[config.mk]
export PLATFORM = sky130hd
export DESIGN_NAME = elevator_ctrl
export DESIGN_NICKNAME = d
export VERILOG_FILES = /design/src/rtl/elevator_pkg.sv /design/src/rtl/elevator_ctrl_tick_timer.sv /design/src/rtl/elevator_ctrl.sv
export SDC_FILE = /design/constraint.sdc
export NUM_CORES = 1
export LEC_CHECK = 0
export ABC_CLOCK_PERIOD_IN_PS = 4500
export BUFFER_PORTS_ARGS = -buffer_cell sky130_fd_sc_hd__clkbuf_2
export CORE_ASPECT_RATIO = 1.2
export CORE_MARGIN = 2
export CORE_UTILIZATION = 60
export CTS_BUF_LIST = sky130_fd_sc_hd__clkbuf_8
export DETAILED_ROUTE_END_ITERATION = 7
export HOLD_SLACK_MARGIN = 0.03
export PLACE_DENSITY = 0.81
export SLEW_MARGIN = 10
export SYNTH_ARGS = -nofsm -noshare
export SYNTH_HDL_FRONTEND = slang
export SYNTH_SLANG_ARGS = --single-unit
export TNS_END_PERCENT = 10
[constraint.sdc]
create_clock -name clk -period 4.5 [get_ports clk]
set_input_delay 0.45 -clock clk [delete_from_list [all_inputs] [get_ports clk]]
set_output_delay 0.45 -clock clk [all_outputs]
set_load 0.1 [all_outputs]
[src/rtl/elevator_pkg.sv]
// rtl/elevator_pkg.sv - shared types, direction constants and width helpers for the elevator controller
package elevator_pkg;

  typedef enum logic [1:0] {
    IDLE      = 2'd0,
    MOVE_UP   = 2'd1,
    MOVE_DOWN = 2'd2,
    DOOR_OPEN = 2'd3
  } state_e;

  localparam logic DIR_UP = 1'b1;
  localparam logic DIR_DN = 1'b0;

  function automatic int calc_fw(input int n_floors);
    return (n_floors <= 2) ? 1 : $clog2(n_floors);
  endfunction

  function automatic int calc_tw(input int floor_ticks, input int door_ticks);
    return $clog2(((floor_ticks > door_ticks) ? floor_ticks : door_ticks) + 1);
  endfunction

endpackage

[src/rtl/elevator_ctrl_tick_timer.sv]
// rtl/elevator_ctrl_tick_timer.sv - loadable saturating down-counter with a registered zero flag
module tick_timer #(
  parameter int TW = 8
) (
  input  logic          clk,
  input  logic          rst_n,
  input  logic          load_i,
  input  logic [TW-1:0] value_i,
  output logic          zero_o
);

  logic [TW-1:0] count_q, count_d;
  logic          zero_q;

  always_comb begin
    count_d = count_q;
    if (load_i) begin
      count_d = value_i;
    end else if (count_q != '0) begin
      count_d = count_q - TW'(1);
    end
  end

  // zero flag tracks the value being written so it lines up with count_q
  always_ff @(posedge clk or negedge rst_n) begin
    if (!rst_n) begin
      count_q <= '0;
      zero_q  <= 1'b1;
    end else begin
      count_q <= count_d;
      zero_q  <= (count_d == '0);
    end
  end

  assign zero_o = zero_q;

endmodule

[src/rtl/elevator_ctrl.sv]
// rtl/elevator_ctrl.sv - single-car SCAN elevator controller: call latching, travel and door FSM
module elevator_ctrl
  import elevator_pkg::*;
#(
  parameter int N_FLOORS    = 4,
  parameter int FLOOR_TICKS = 100,
  parameter int DOOR_TICKS  = 200
) (
  input  logic                            clk,
  input  logic                            reset,
  input  logic [N_FLOORS-1:0]             req,
  output logic [calc_fw(N_FLOORS)-1:0]    floor_out,
  output logic                            moving_up,
  output logic                            moving_down,
  output logic                            door_open,
  output logic                            arrive,
  output logic [N_FLOORS-1:0]             pending
);

  localparam int FW = calc_fw(N_FLOORS);
  localparam int TW = calc_tw(FLOOR_TICKS, DOOR_TICKS);
  localparam logic [TW-1:0] FLOOR_LOAD = TW'(FLOOR_TICKS - 1);
  localparam logic [TW-1:0] DOOR_LOAD  = TW'(DOOR_TICKS - 1);

  state_e                state_q, state_d;
  logic [FW-1:0]         floor_q, floor_d;
  logic                  dir_q, dir_d;
  logic [N_FLOORS-1:0]   pending_q, pending_d, clr;
  logic                  arrive_q, arrive_d;
  logic                  tmr_load, tmr_zero, pick_dir;
  logic [TW-1:0]         tmr_value;
  logic                  ahead_up, ahead_dn, go_up, go_dn;
  logic [FW-1:0]         floor_up, floor_dn;

  function automatic logic any_above(input logic [N_FLOORS-1:0] p, input logic [FW-1:0] f);
    logic r;
    r = 1'b0;
    for (int i = 0; i < N_FLOORS; i++) begin
      if (FW'(i) > f) r = r | p[i];
    end
    return r;
  endfunction

  function automatic logic any_below(input logic [N_FLOORS-1:0] p, input logic [FW-1:0] f);
    logic r;
    r = 1'b0;
    for (int i = 0; i < N_FLOORS; i++) begin
      if (FW'(i) < f) r = r | p[i];
    end
    return r;
  endfunction

  tick_timer #(.TW(TW)) u_timer (
    .clk     (clk),
    .rst_n   (reset),
    .load_i  (tmr_load),
    .value_i (tmr_value),
    .zero_o  (tmr_zero)
  );

  always_comb begin
    state_d   = state_q;
    floor_d   = floor_q;
    dir_d     = dir_q;
    tmr_load  = 1'b0;
    tmr_value = FLOOR_LOAD;
    pick_dir  = 1'b0;
    ahead_up  = any_above(pending_q, floor_q);
    ahead_dn  = any_below(pending_q, floor_q);
    floor_up  = floor_q + FW'(1);
    floor_dn  = floor_q - FW'(1);
    // prefer the last travel direction, reverse only when nothing lies that way
    go_up     = (dir_q == DIR_UP) ? ahead_up : (ahead_up && !ahead_dn);
    go_dn     = (dir_q == DIR_DN) ? ahead_dn : (ahead_dn && !ahead_up);

    case (state_q)
      IDLE: begin
        if (pending_q[floor_q]) begin
          state_d   = DOOR_OPEN;
          tmr_load  = 1'b1;
          tmr_value = DOOR_LOAD;
        end else begin
          pick_dir = 1'b1;
        end
      end
      MOVE_UP: begin
        if (tmr_zero) begin
          floor_d = floor_up;
          if (pending_q[floor_up]) begin
            state_d   = DOOR_OPEN;
            tmr_load  = 1'b1;
            tmr_value = DOOR_LOAD;
          end else if (any_above(pending_q, floor_up)) begin
            tmr_load = 1'b1;
          end else begin
            state_d = IDLE;
          end
        end
      end
      MOVE_DOWN: begin
        if (tmr_zero) begin
          floor_d = floor_dn;
          if (pending_q[floor_dn]) begin
            state_d   = DOOR_OPEN;
            tmr_load  = 1'b1;
            tmr_value = DOOR_LOAD;
          end else if (any_below(pending_q, floor_dn)) begin
            tmr_load = 1'b1;
          end else begin
            state_d = IDLE;
          end
        end
      end
      DOOR_OPEN: begin
        if (req[floor_q]) begin
          tmr_load  = 1'b1;
          tmr_value = DOOR_LOAD;
        end else if (tmr_zero) begin
          pick_dir = 1'b1;
        end
      end
      default: state_d = IDLE;
    endcase

    if (pick_dir) begin
      state_d = IDLE;
      if (go_up) begin
        state_d  = MOVE_UP;
        dir_d    = DIR_UP;
        tmr_load = 1'b1;
      end else if (go_dn) begin
        state_d  = MOVE_DOWN;
        dir_d    = DIR_DN;
        tmr_load = 1'b1;
      end
    end

    // the door floor is cleared on entry and throughout the stop, so calls there never latch
    clr = '0;
    if (state_d == DOOR_OPEN) clr[floor_d] = 1'b1;
    pending_d = (pending_q | req) & ~clr;
    arrive_d  = (state_d == DOOR_OPEN) && (state_q != DOOR_OPEN);
  end

  always_ff @(posedge clk or negedge reset) begin
    if (!reset) begin
      state_q   <= IDLE;
      floor_q   <= '0;
      dir_q     <= DIR_UP;
      pending_q <= '0;
      arrive_q  <= 1'b0;
    end else begin
      state_q   <= state_d;
      floor_q   <= floor_d;
      dir_q     <= dir_d;
      pending_q <= pending_d;
      arrive_q  <= arrive_d;
    end
  end

  assign floor_out   = floor_q;
  assign moving_up   = (state_q == MOVE_UP);
  assign moving_down = (state_q == MOVE_DOWN);
  assign door_open   = (state_q == DOOR_OPEN);
  assign arrive      = arrive_q;
  assign pending     = pending_q;

endmodule

==> flow_metrics.env <==
export IMPL_vdd_ir_drop_max_uv=174
export IMPL_gp_congestion=0.871
export IMPL_synth_warnings=0
export IMPL_wl_um=3420
export IMPL_htreeDepth=1
export IMPL_grt_overflow=0
export IMPL_fp_dieH_um=58.5
export IMPL_ys_seq_area_share_pct=32.2
export IMPL_dr_total_vias=1267
export IMPL_cts_buffers=3
export IMPL_portBuffers=15
export IMPL_cts_tree="yes"
export IMPL_synthFlopType="dfrtp_1"
export IMPL_startpoint="floor_out[0]"
export IMPL_drive_above_1_share_pct=19.8
export IMPL_ctsResizeCount=0
export IMPL_dieArea_um2=2890
export IMPL_ios=16
export IMPL_worstSetupPathType="flip-flop to flip-flop"
export IMPL_post_cts_buffers=0
export IMPL_cp_max_fo=11
export IMPL_antenna_cells=0
export IMPL_reg2reg_to="pending[2]"
export IMPL_antenna_left=0
export IMPL_critPathArrivalTime_ps=2810
export IMPL_grt_pass1_wl_um=5800
export IMPL_core_um2=2330
export IMPL_synth_top_area_share_pct=28.7
export IMPL_wl_met2_um=1830
export IMPL_core_rowCount=19
export IMPL_power_density_nw_per_um2=183
export IMPL_worstHoldPathType="input port to asynchronous set/reset pin"
export IMPL_crit_end="pending[2]"
export IMPL_cts_hold_buffers=0
export IMPL_routed_top_layer="met4"
export IMPL_grt_pass1_vias=1247
export IMPL_clk_pin_slew_ps=70
export IMPL_hold_viol=0
export IMPL_status="finished, final reports clean"
export IMPL_maxSlewViolCount=0
export IMPL_fin_crit_sh_pct=58.0
export IMPL_place_hpwl_um=2600
export IMPL_synth_avg_cell_area_um2=9.57
export IMPL_die_x_um=49.4
export IMPL_clock_latency_ps=260
export IMPL_wl_met3_um=107
export IMPL_worstReg2RegStart="floor_out[0]"
export IMPL_synth_edff_count=0
export IMPL_grt_max_degree=20
export IMPL_crit_path_end_kind="flip-flop"
export IMPL_fmax_ghz=0.383
export IMPL_cts_root_buf="clkbuf_8"
export IMPL_synthTopCellsByArea="dfrtp_1 (29%), ha_1 (10%), mux4_2 (6.1%)"
export IMPL_relSlewSlack_pct=56.8
export IMPL_dpl_instance_area_um2=1590
export IMPL_rsz0062_at_grt="false"
export IMPL_ys_async_sr_fraction_pct=100
export IMPL_cts_sinks=19
export IMPL_finalSetupViolations=0
export IMPL_fin_crit_ps=2610
export IMPL_netlist_instances=155
export IMPL_final_net_count=191
export IMPL_initial_core_util_pct=63.7
export IMPL_syn_cell_area_um2=1480
export IMPL_yosysTopAreaCell="dfrtp_1"
export IMPL_wl_per_cell_um=16.9
export IMPL_ys_ff_latch=19
export IMPL_r2r_setup_slack_ps=1890
export IMPL_nFillCells=192
export IMPL_tns_ps=0
export IMPL_cap_violations=0
export IMPL_drc=0
export IMPL_drtIter0Drc=47
export IMPL_wl_met1_um=1320
export IMPL_ys_types=50
export IMPL_startpoint_type="flip-flop"
export IMPL_r2r_cells=7
export IMPL_worst_slew_pin_slew_ps=644
export IMPL_synth_fp_nets=173
export IMPL_cts_buffer_depth=2
export IMPL_vias_per_cell=6.24
export IMPL_finalPower_w=0.000300
export IMPL_stdcell_area_um2=1640
export IMPL_dr_pass1_iters=4
export IMPL_grt_usage_pct=26.4
export IMPL_area_delta_synth_final_pct=10.2
export IMPL_finalClockSkew_ps=1.70
export IMPL_cp_required_ps=4700
export IMPL_antenna_found_initial=0
export IMPL_p_leak_nw=0.749
==> kinds of logic (layout without fill, tap and decap cells) <==
logic type               count (synthesis)  in the layout  synth area share (%)
AO/OA/AOI/OAI                           40             40                  22.1
AND/OR/NAND/NOR                         51             51                  17.7
multiplexers                            11             11                  10.9
adder cells (fa/ha/maj)                 12             12                  10.1
buffers and inverters                   18             35                  4.64
flip-flops                              19             19                  32.2
XOR/XNOR                                 4              4                  2.36
==> worst min path at each step <==
stage / start / to / slack, ps / cells after the start
after floorplan: reset / arrive / 150 / 0
after global placement: reset / pending[1] / 410 / 1
after detailed placement: reset / pending[1] / 420 / 1
after CTS: reset / pending[1] / 140 / 1
after global routing: reset / pending[3] / 160 / 1
final: reset / pending[1] / 120 / 1
==> per-layer routing <==
layer,up-vias,global-route usage (%)
li1,606,-
met3,13,3.05
met2,39,50.4
met4,0,13.9
met5,-,0
met1,609,28.6
==> where the power goes <==
part | internal (W) | switching [W] | total (W)
clock network | 0.0000617 | 0.0000606 | 0.000122
registers | 0.000171 | 0.000000000000000000185 | 0.000171
logic | 0.00000231 | 0.00000461 | 0.00000692
==> worst max-delay path, cell delays in order, from the launching register on <==
cell and delay, ps:
dfrtp_1 620, inv_1 160, ha_1 420, nor2b_1 90, a2111o_1 290, a2111o_1 490
o21ai_2 270, o32a_1 210
==> cell type report <==
cell class	count	area, um^2	area share (%)
Multi-Input combinational cell	118	937	57.3
Clock buffer	3	41.3	2.52
Sequential cell	19	478	29.2
Inverter	16	60.1	3.67
Tap cell	31	38.8	2.37
Timing Repair Buffer	15	75.1	4.59
Clock inverter	1	5.00	0.306
==> sequential cells by signal (all words and copies together), names as in the netlist <==
| name | flops |
|---|---|
| u_timer.zero_o | 1 |
| state_q | 2 |
| u_timer.count_q | 8 |
| floor_out | 2 |
| pending | 4 |
| dir_q | 1 |
| arrive | 1 |
==> synth_stat cells, types with 3 or more instances <==
| cell type | instances |
|---|---|
| a21oi_1 | 7 |
| dfrtp_1 | 17 |
| ha_1 | 12 |
| inv_1 | 15 |
| mux2i_1 | 6 |
| mux4_2 | 4 |
| nand2_1 | 12 |
| nand2b_1 | 7 |
| nor2_1 | 10 |
| nor3_1 | 6 |
| o21ai_0 | 7 |
| o32a_1 | 4 |
| xnor2_1 | 3 |
==> metrics by stage <==
stage	instances	worst slack (ps)	hold WS [ps]	utilization [%]
3_3_place_gp	199	2040	410	68.2
5_1_grt	203	1680	159	70.2
6_report	203	1890	122	70.2
2_1_floorplan	155	1480	154	-
4_1_cts	203	1890	140	70.2
3_5_place_dp	199	1930	417	68.2
==> layout by cell type (no fill, tap or decap), types with 2 or more instances in the layout <==
| cell | instances |
|---|---|
| a2111o_1 | 2 |
| a211o_1 | 2 |
| a21oi_1 | 7 |
| and2_1 | 2 |
| clkbuf_2 | 15 |
| clkbuf_8 | 3 |
| dfrtp_1 | 17 |
| dfstp_2 | 2 |
| ha_1 | 12 |
| inv_1 | 15 |
| mux2i_1 | 6 |
| mux4_2 | 4 |
| nand2_1 | 12 |
| nand2b_1 | 7 |
| nand3_1 | 2 |
| nand3b_1 | 2 |
| nor2_1 | 10 |
| nor2b_1 | 2 |
| nor3_1 | 6 |
| nor4_1 | 2 |
| o21ai_0 | 7 |
| o32a_1 | 4 |
| xnor2_1 | 3 |
(Power assumes the default switching activity.)
